==> src/rtl/reg_memory_pkg.sv <==
// reg_memory_pkg: shared sizing defaults for the decode-stage register file
package reg_memory_pkg;
    localparam int DATA_W   = 32;
    localparam int ADDR_W   = 4;
    localparam int SHAMT    = 2;
    localparam int NUM_REGS = 2 ** ADDR_W;
endpackage

==> src/rtl/reg_memory_shl.sv <==
// shl: fixed left shift that turns a word-granular immediate into a byte offset
module shl #(
    parameter int DATA_W = reg_memory_pkg::DATA_W,
    parameter int SHAMT  = reg_memory_pkg::SHAMT
) (
    input  logic [DATA_W-1:0] a,
    output logic [DATA_W-1:0] y
);
    assign y = {a[DATA_W-1-SHAMT:0], {SHAMT{1'b0}}};
endmodule

==> src/rtl/reg_memory.sv <==
// reg_memory: 2**ADDR_W x DATA_W register file with two async read ports,
// one sync write port, a zero/sign test on port 1 and a branch-offset shifter
module reg_memory
    import reg_memory_pkg::*;
#(
    parameter int DATA_W = reg_memory_pkg::DATA_W,
    parameter int ADDR_W = reg_memory_pkg::ADDR_W,
    parameter int SHAMT  = reg_memory_pkg::SHAMT
) (
    input  logic              clk,
    input  logic              rst,
    input  logic [ADDR_W-1:0] ra,
    input  logic [ADDR_W-1:0] rb,
    input  logic [ADDR_W-1:0] rd,
    input  logic [DATA_W-1:0] data_input,
    input  logic              data_input_on,
    input  logic [DATA_W-1:0] imm_extend,
    output logic [DATA_W-1:0] data1,
    output logic [DATA_W-1:0] data2,
    output logic              cmp_result,
    output logic              cmp_neg,
    output logic [DATA_W-1:0] branch_dir
);
    localparam int N = 2 ** ADDR_W;

    logic [DATA_W-1:0] regs [N];

    // no write-through: a same-cycle read sees the old value until the edge
    always_ff @(posedge clk or posedge rst) begin
        if (rst) regs <= '{default: '0};
        else if (data_input_on) regs[rd] <= data_input;
    end

    assign data1      = regs[ra];
    assign data2      = regs[rb];
    assign cmp_result = (data1 == '0);
    assign cmp_neg    = data1[DATA_W-1];

    shl #(.DATA_W(DATA_W), .SHAMT(SHAMT)) u_shl (
        .a(imm_extend),
        .y(branch_dir)
    );
endmodule

==> config.mk <==
export PLATFORM = sky130hd
export DESIGN_NAME = reg_memory
export DESIGN_NICKNAME = d
export VERILOG_FILES = /design/src/rtl/reg_memory_pkg.sv /design/src/rtl/reg_memory_shl.sv /design/src/rtl/reg_memory.sv
export SDC_FILE = /design/constraint.sdc
export NUM_CORES = 1
export LEC_CHECK = 0
export CAP_MARGIN = 10
export CORE_AREA = 2 2 248 250
export CTS_CLUSTER_SIZE = 30
export DETAILED_ROUTE_END_ITERATION = 7
export DIE_AREA = 0 0 250 252
export PLACE_DENSITY_LB_ADDON = 0.2
export SETUP_SLACK_MARGIN = 0.05
export SYNTH_ARGS = -nofsm -noshare
export SYNTH_HDL_FRONTEND = slang
export SYNTH_SLANG_ARGS = --single-unit
==> constraint.sdc <==
create_clock -name clk -period 31.3 [get_ports clk]
set_clock_uncertainty 0.05 [all_clocks]
set_input_delay 6.26 -clock clk [delete_from_list [all_inputs] [get_ports clk]]
set_output_delay 6.26 -clock clk [all_outputs]
set_load 0.005 [all_outputs]
==> results of run 1 <==
==> placed cells by master, fill, tap and decap left out, types with 3 or more instances in the layout <==
cell type          n
nor4_1             8
or3_2              3
mux4_2           288
nor2_4            10
clkbuf_1          10
a22oi_1           64
nor2b_4            3
bufinv_16          6
mux2_2           497
clkdlybuf4s50_1  106
dfrtp_1          512
buf_4             35
clkbuf_16         57
mux2_1            15
clkbuf_8          16
nand2_1           33
clkinv_2          12
==> routing by layer <==
metal | vias to the layer above | share of wire [%] | global-route usage (%)
met5 | - | 0.034 | 0
met4 | 4 | 2.8 | 7.87
met3 | 145 | 5.7 | 4.50
met2 | 444 | 49 | 39.3
met1 | 8604 | 42 | 31.7
li1 | 6435 | - | -
==> report_power, final <==
group / internal (mW) / switching, mW / total (mW)
Sequential: 0.817 / 0.108 / 0.925
Clock: 0.419 / 0.274 / 0.693
Combinational: 0.324 / 0.175 / 0.499
Total: 1.56 / 0.556 / 2.12
==> metrics by stage <==
stage          hold slack (ns)  instance area, sq um  total power [mW]
3_5_place_dp             0.454                 28400              1.44
3_3_place_gp             0.438                 28400              1.41
4_1_cts                  0.468                 30300              2.14
5_1_grt                  0.481                 30300              2.21
2_1_floorplan            0.427                 26800              1.27
6_report                 0.466                 30300              2.12
==> path summary, 6_finish.rpt <==
kind / startpoint / end / slack [ns] / cells after the start
max: ra[0] / cmp_result / 14.13 / 9
min: regs[471] / regs[471] / 0.47 / 1
max reg2reg: regs[356] / regs[356] / 30.41 / 1
min reg2reg: regs[471] / regs[471] / 0.47 / 1
max in group asynchronous: rst / regs[229] / 22.86 / 4
min in group asynchronous: rst / regs[336] / 6.14 / 2
==> cells by family (layout without fill, tap and decap cells) <==
kind of cell / Yosys count / after routing / synth area share, %
AO/OA/AOI/OAI: 64 / 64 / 1.79
buffers and inverters: 198 / 251 / 3.44
AND/OR/NAND/NOR: 71 / 71 / 1.24
flip-flops: 512 / 512 / 47.8
multiplexers: 800 / 800 / 45.7
other: 1 / 2 / 0.0140
==> cell type report <==
cell class / count / area, sq um / area share (%)
tap: 782 / 978 / 3.23
timing repair buffer: 147 / 1400 / 4.62
inverter: 1 / 11.3 / 0.0371
sequential: 512 / 12800 / 42.3
multi-input combinational: 937 / 13200 / 43.5
clock inverter: 20 / 255 / 0.842
clock buffer: 83 / 1680 / 5.55
==> results.cfg, run 1 <==
[outcome]
run_status = completed

[global_route]
first_global_vias = 16900
grt_max_degree = 148
gr-usage-all-layers_pct = 23.7
grt_overflow = 0
number_of_antenna_violations_at_the_first_check_in_global_routing = 2
grt_pass1_wl_microns = 110000

[worst_setup_path]
crit_arrival_ns = 10.87
timing.critical_path.from_type = input port
critical_path.slowest_cell = nor4_1
critical_path.endpoint_type = output port
cpPeakStageDelay_ns = 1.05
cp_num_buf_inv = 3
critical_path_required_ns = 24.99
worst_path_dominant_cell_family = simple AND/OR/NAND/NOR gates
crit_fanout = 40
crit_type = input port to output port
crit_path_cell_trace = buf_8 -> buf_4 -> mux4_2 -> a22oi_1 -> nand2_1 -> nor4_1 -> nand4_1 -> nor2_1 -> clkdlybuf4s50_1

[clock_tree]
clock_sinks = 512
post_cts_resized = 0
tritoncts = yes
tritoncts.num_buffers = 57
cts-hold-fix-buffers = 0
cts.clk_slew.worst_paths_ns = 0.06
cts-htree-levels = 2
cts-root-to-sink-buffers = 3
cts.repair_timing.setup_buffer_count = 0
ctsRootBufferMaster = clkbuf_16
clock_latency_ns = 0.60

[layout]
diodes = 0
post_layout_nonfiller_instances = 2482
finalNetCount = 1735
reg_top3 = regs: 512 flops
largest_register_ff_count = 512
area_growth_syn_to_layout_pct = 13.1
layout_cell_share_with_drive_strength_beyond_1_pct = 55.3
num-fill-cells = 5021
final_core_utilization_pct = 50.4
registers.top_by_ff_count = regs

[yosys]
post_synth.cell_area_avg_sq_um = 16.3
synth_seq_cells = 512
async_flop_share_pct = 100
synth_area_leader_cell = dfrtp_1
synthFlopType = dfrtp_1
synth_edf_count = 0
seq_area_frac_synth_pct = 47.8
synthesis.area_sq_um = 26800
synth_warnings = 0
synth.lib_cells_used.distinct = 23
synth.top_cells.by_area = dfrtp_1 (48%), mux4_2 (24%), mux2_2 (21%), a22oi_1 (1.8%), clkbuf_1 (1.5%)
synth.top_cell.area_share_pct = 47.8
synthMostInstantiatedCell = dfrtp_1
synthCells = 1646
yosys-top-cells-count = dfrtp_1 (512), mux2_2 (497), mux4_2 (288)

[sta]
setup-violations-final = 0
timing.slew.headroom_pct = 17.8
setup-tns-final_ns = 0
slew_violations = 0
post_route_clock_period_utilization_pct = 54.9
fmaxAchievable_ghz = 0.0582
tightestPinTransition_ns = 1.22
hold_viol = 0
finalWorstPathRequiredPeriod_ns = 17.18
post-route-worst-setup-slack_ns = 14.13
rsz_0062_raised_after_global_routing = no

[detailed_routing]
drt_iter0_drc = 1083
route.final.wire_length_microns = 73500
avgRoutedWirePerCell_microns = 29.6
detailroute.via_count = 15600
route.detailed.vias_per_inst = 6.30
post-route-drc-count = 0
drt.antenna.violating_nets = 0
firstDrtPassIters = 4

[die]
io_pins = 177
fp.dieH_microns = 252
die-area_sq_um = 63000
core_sq_um = 60100
start_util_pct = 44.6
dieWidth_microns = 250
placementRows = 90

[run]
cap_violations = 0

[power_and_ir_drop]
cellPowerDensity_nw_per_um2 = 69.8
power.ir.vdd_worst_mv = 0.0408
power.leakage_nw = 12.3

[placed_design]
gp_congestion = 0.739
io_buffer_count = 112
dpl_worst_slack_ns = 14.08
dp_hpwl_microns = 40600
placed_cells = 2379

[min_path]
min_path_type = flop to flop
(Power assumes the default switching activity.)
==> run 2: changes to the inputs <==
==> constraint.sdc (replaced) <==
create_clock -name clk -period 16.33 [get_ports clk]
set_clock_uncertainty 0.05 [all_clocks]
set_input_delay 3.266 -clock clk [delete_from_list [all_inputs] [get_ports clk]]
set_output_delay 3.266 -clock clk [all_outputs]
set_load 0.005 [all_outputs]
==> results.cfg, run 2 (synthesized netlist as in run 1, its figures left out) <==
[sta]
finalWorstPathRequiredPeriod_ns = 11.39
setup-violations-final = 0
setup-tns-final_ns = 0
timing.slew.headroom_pct = 15.1
hold-worst-slack_ns = 0.466
hold_viol = 0
tightestPinTransition_ns = 1.26
rsz_0062_raised_after_global_routing = no
fmaxAchievable_ghz = 0.0878
slew_violations = 0
post_route_clock_period_utilization_pct = 69.7

[detailed_routing]
route.final.wire_length_microns = 72700
post-route-drc-count = 0
avgRoutedWirePerCell_microns = 29.4
firstDrtPassIters = 5
drt.antenna.violating_nets = 0
drt_iter0_drc = 909
route.detailed.vias_per_inst = 6.28
detailroute.via_count = 15500

[layout]
post_layout_nonfiller_instances = 2472
register_area_sq_um = 12800
multiInputGateArea_sq_um = 13200
layout_cell_share_with_drive_strength_beyond_1_pct = 54.8
mostFrequentLayoutCell = dfrtp_1
num-fill-cells = 5091
area_growth_syn_to_layout_pct = 12.3
largest_register_ff_count = 512
registers.top_by_ff_count = regs
diodes = 0
most-common-layout-cells = dfrtp_1 (512), mux2_2 (497), mux4_2 (288), clkdlybuf4s50_1 (106), a22oi_1 (64)
reg_top3 = regs: 512 flops
finalNetCount = 1733

[worst_setup_path]
path_depth = 9
crit_fanout = 56
critical_path.endpoint_type = output port
critical_path.slowest_cell = nor4_1
worst_path_dominant_cell_family = simple AND/OR/NAND/NOR gates
crit_type = input port to output port
critical_path_required_ns = 13.01
cpPeakStageDelay_ns = 1.09
crit_arrival_ns = 8.07
timing.critical_path.from_type = input port
cp_num_buf_inv = 3
crit_path_cell_trace = buf_8 -> buf_4 -> mux4_2 -> a22oi_1 -> nand2_1 -> nor4_1 -> nand4_1 -> nor2_1 -> clkdlybuf4s50_1
r2r.worst_path.cells = 1

[global_route]
grt_overflow = 0
gr-usage-all-layers_pct = 23.4
number_of_antenna_violations_at_the_first_check_in_global_routing = 5
first_global_vias = 16900
grt_max_degree = 169
grt_pass1_wl_microns = 109000

[clock_tree]
tritoncts = yes
cts-hold-fix-buffers = 0
tritoncts.num_buffers = 56
clock_latency_ns = 0.60
cts.clk_slew.worst_paths_ns = 0.06
post_cts_resized = 0
cts-htree-levels = 2
cts-root-to-sink-buffers = 3
clock_sinks = 512
ctsRootBufferMaster = clkbuf_16
cts.repair_timing.setup_buffer_count = 0

[power_and_ir_drop]
power.ir.vdd_worst_mv = 0.0822
design_power_total_mw = 3.94
power.leakage_nw = 12.2
cellPowerDensity_nw_per_um2 = 131

[placed_design]
gp_congestion = 0.724
io_buffer_count = 112
placed_cells = 2378
dp_hpwl_microns = 39000

[min_path]
hold_path_depth = 1
min_path_type = flop to flop

[die]
fp.dieH_microns = 252
core_sq_um = 60100
die-area_sq_um = 63000
start_util_pct = 44.6
io_pins = 177
dieWidth_microns = 250
placementRows = 90

[run]
cap_violations = 0

[outcome]
run_status = completed
## run 2: cell types whose count changed in the layout (fill, tap and decap cells not counted)
cell / delta
inv_6: +1
buf_4: -1
clkinvlp_4: -1
clkinv_2: -4
inv_8: -1
clkbuf_8: -3
bufinv_16: -5
clkbuf_1: +4
## run 2: final timing paths
kind	from	endpoint	slack, ns
worst max-delay path	ra[0]	cmp_result	4.94
worst max register to register	regs[356]	regs[356]	15.46
max in group asynchronous	rst	regs[196]	10.20
worst min register to register	regs[470]	regs[470]	0.47
min in group asynchronous	rst	regs[496]	3.10
worst min-delay path	regs[470]	regs[470]	0.47
## run 2: cell type report
class                   instances  share of cell area (%)
multi-input cells             937                    43.8
repair buffers                146                    4.63
clock inverters                10                   0.262
clock buffers                  84                    5.51
flip-flops and latches        512                    42.6
inverters                       1                  0.0249
well taps                     782                    3.25
## run 2: report_power, final
part	total (mW)	switching, mW	internal [mW]
logic	0.951	0.330	0.620
clock network	1.22	0.511	0.708
registers	1.77	0.204	1.57
## run 2: per-layer routing
| layer | track usage, % | vias to the layer above | wire (microns) |
|---|---|---|---|
| met4 | 6.43 | 10 | 1880 |
| met3 | 4.19 | 137 | 3460 |
| li1 | - | 6425 | - |
| met2 | 40.7 | 415 | 37000 |
| met5 | 0 | - | 60 |
| met1 | 30.4 | 8527 | 30300 |
## run 2: per-stage QoR
stage / area [sq um] / utilization (%) / worst slack (ns)
2_1_floorplan: 26800 / - / 6.06
3_3_place_gp: 28400 / 47.2 / 4.90
3_5_place_dp: 28400 / 47.2 / 4.94
4_1_cts: 30100 / 50.1 / 4.92
5_1_grt: 30100 / 50.1 / 4.76
6_report: 30100 / 50.1 / 4.94
==> run 3: changes to the inputs <==
==> constraint.sdc (replaced) <==
create_clock -name clk -period 9.9 [get_ports clk]
set_clock_uncertainty 0.05 [all_clocks]
set_input_delay 1.98 -clock clk [delete_from_list [all_inputs] [get_ports clk]]
set_output_delay 1.98 -clock clk [all_outputs]
set_load 0.005 [all_outputs]
==> results.cfg, run 3 (synthesized netlist as in run 1, its figures left out) <==
[placed_design]
dp_hpwl_microns = 38800
gp_congestion = 0.722
dpl_worst_slack_ns = 1.93
placed_cells = 2381
io_buffer_count = 112
dp_area_sq_um = 28400

[worst_setup_path]
crit_type = input port to output port
critical_path_required_ns = 7.87
crit_fanout = 62
critical_path.slowest_cell = nor4_1
cpPeakStageDelay_ns = 1.05
crit_arrival_ns = 5.95
timing.critical_path.from_type = input port
cp_num_buf_inv = 2
critical_path.endpoint_type = output port
worst_path_dominant_cell_family = simple AND/OR/NAND/NOR gates
crit_path_cell_trace = buf_8 -> mux4_2 -> a22oi_1 -> nand2_1 -> nor4_1 -> nand4_1 -> nor2_1 -> clkdlybuf4s50_1

[die]
die-area_sq_um = 63000
placementRows = 90
core_sq_um = 60100
fp.dieH_microns = 252
start_util_pct = 44.6
io_pins = 177
dieWidth_microns = 250

[detailed_routing]
detailroute.via_count = 15700
route.detailed.vias_per_inst = 6.30
drt_iter0_drc = 1224
drt.antenna.violating_nets = 0
firstDrtPassIters = 5
post-route-drc-count = 0
avgRoutedWirePerCell_microns = 29.4
route.final.wire_length_microns = 73200

[power_and_ir_drop]
design_power_total_mw = 6.76
cellPowerDensity_nw_per_um2 = 222
power.ir.vdd_worst_mv = 0.140
power.leakage_nw = 12.3

[global_route]
number_of_antenna_violations_at_the_first_check_in_global_routing = 3
first_global_vias = 16900
grt_max_degree = 189
gr-usage-all-layers_pct = 23.6
grt_pass1_wl_microns = 110000
grt_overflow = 0

[layout]
area_growth_syn_to_layout_pct = 13.6
most-common-layout-cells = dfrtp_1 (512), mux2_2 (497), mux4_2 (288), clkdlybuf4s50_1 (106), a22oi_1 (64)
finalNetCount = 1736
reg_top3 = regs: 512 flops
largest_register_ff_count = 512
final_core_utilization_pct = 50.6
post_layout_nonfiller_instances = 2487
final_design_area_no_fill_sq_um = 30400
mostFrequentLayoutCell = dfrtp_1
registers.top_by_ff_count = regs
layout_cell_share_with_drive_strength_beyond_1_pct = 55.5

[sta]
post-route-worst-setup-slack_ns = 1.92
fmaxAchievable_ghz = 0.125
setup-violations-final = 0
hold_viol = 0
setup-tns-final_ns = 0
post_route_clock_period_utilization_pct = 80.6
finalWorstPathRequiredPeriod_ns = 7.98
slew_violations = 0
rsz_0062_raised_after_global_routing = no
hold-worst-slack_ns = 0.462
tightestPinTransition_ns = 1.21
timing.slew.headroom_pct = 18.8

[min_path]
min_path_type = flop to flop

[clock_tree]
cts-htree-levels = 2
cts.clk_slew.worst_paths_ns = 0.06
tritoncts.num_buffers = 56
ctsRootBufferMaster = clkbuf_16
clock_sinks = 512
cts-hold-fix-buffers = 0
cts.repair_timing.setup_buffer_count = 0
tritoncts = yes
post_cts_resized = 0
clock_latency_ns = 0.61
cts-root-to-sink-buffers = 3

[outcome]
run_status = completed

[run]
cap_violations = 0
[run 3: routing by layer]
| metal | vias to the layer above | GRT usage (%) | wire, microns |
|---|---|---|---|
| met5 | - | 0 | 26 |
| met4 | 4 | 6.16 | 1770 |
| met3 | 115 | 4.69 | 4130 |
| met2 | 459 | 40.3 | 37000 |
| met1 | 8665 | 31.2 | 30300 |
| li1 | 6430 | - | - |
[run 3: path summary, 6_finish.rpt]
kind                                start          to  slack, ns  cells past startpoint
worst max-delay path                ra[0]  cmp_result       1.92                      8
worst min-delay path            regs[355]   regs[355]       0.46                      1
worst max register to register  regs[465]   regs[465]       9.03                      1
worst min register to register  regs[355]   regs[355]       0.46                      1
max in group asynchronous             rst   regs[251]       6.11                      4
min in group asynchronous             rst   regs[432]       1.94                      3
[run 3: report_power, final]
part | internal [mW] | switching, mW | leakage (nW)
clock network | 1.38 | 0.885 | 0.997
logic | 1.02 | 0.546 | 5.04
registers | 2.58 | 0.340 | 6.28
total | 4.99 | 1.77 | 12.3
[run 3: final cells by class]
cell class,instances,area (sq um)
Tap cell,782,978
Clock buffer,81,1680
Inverter,1,7.51
Sequential cell,512,12800
Fill cell,5077,29700
Timing Repair Buffer,149,1440
Multi-Input combinational cell,937,13200
Clock inverter,24,340
Antenna cell,1,2.50
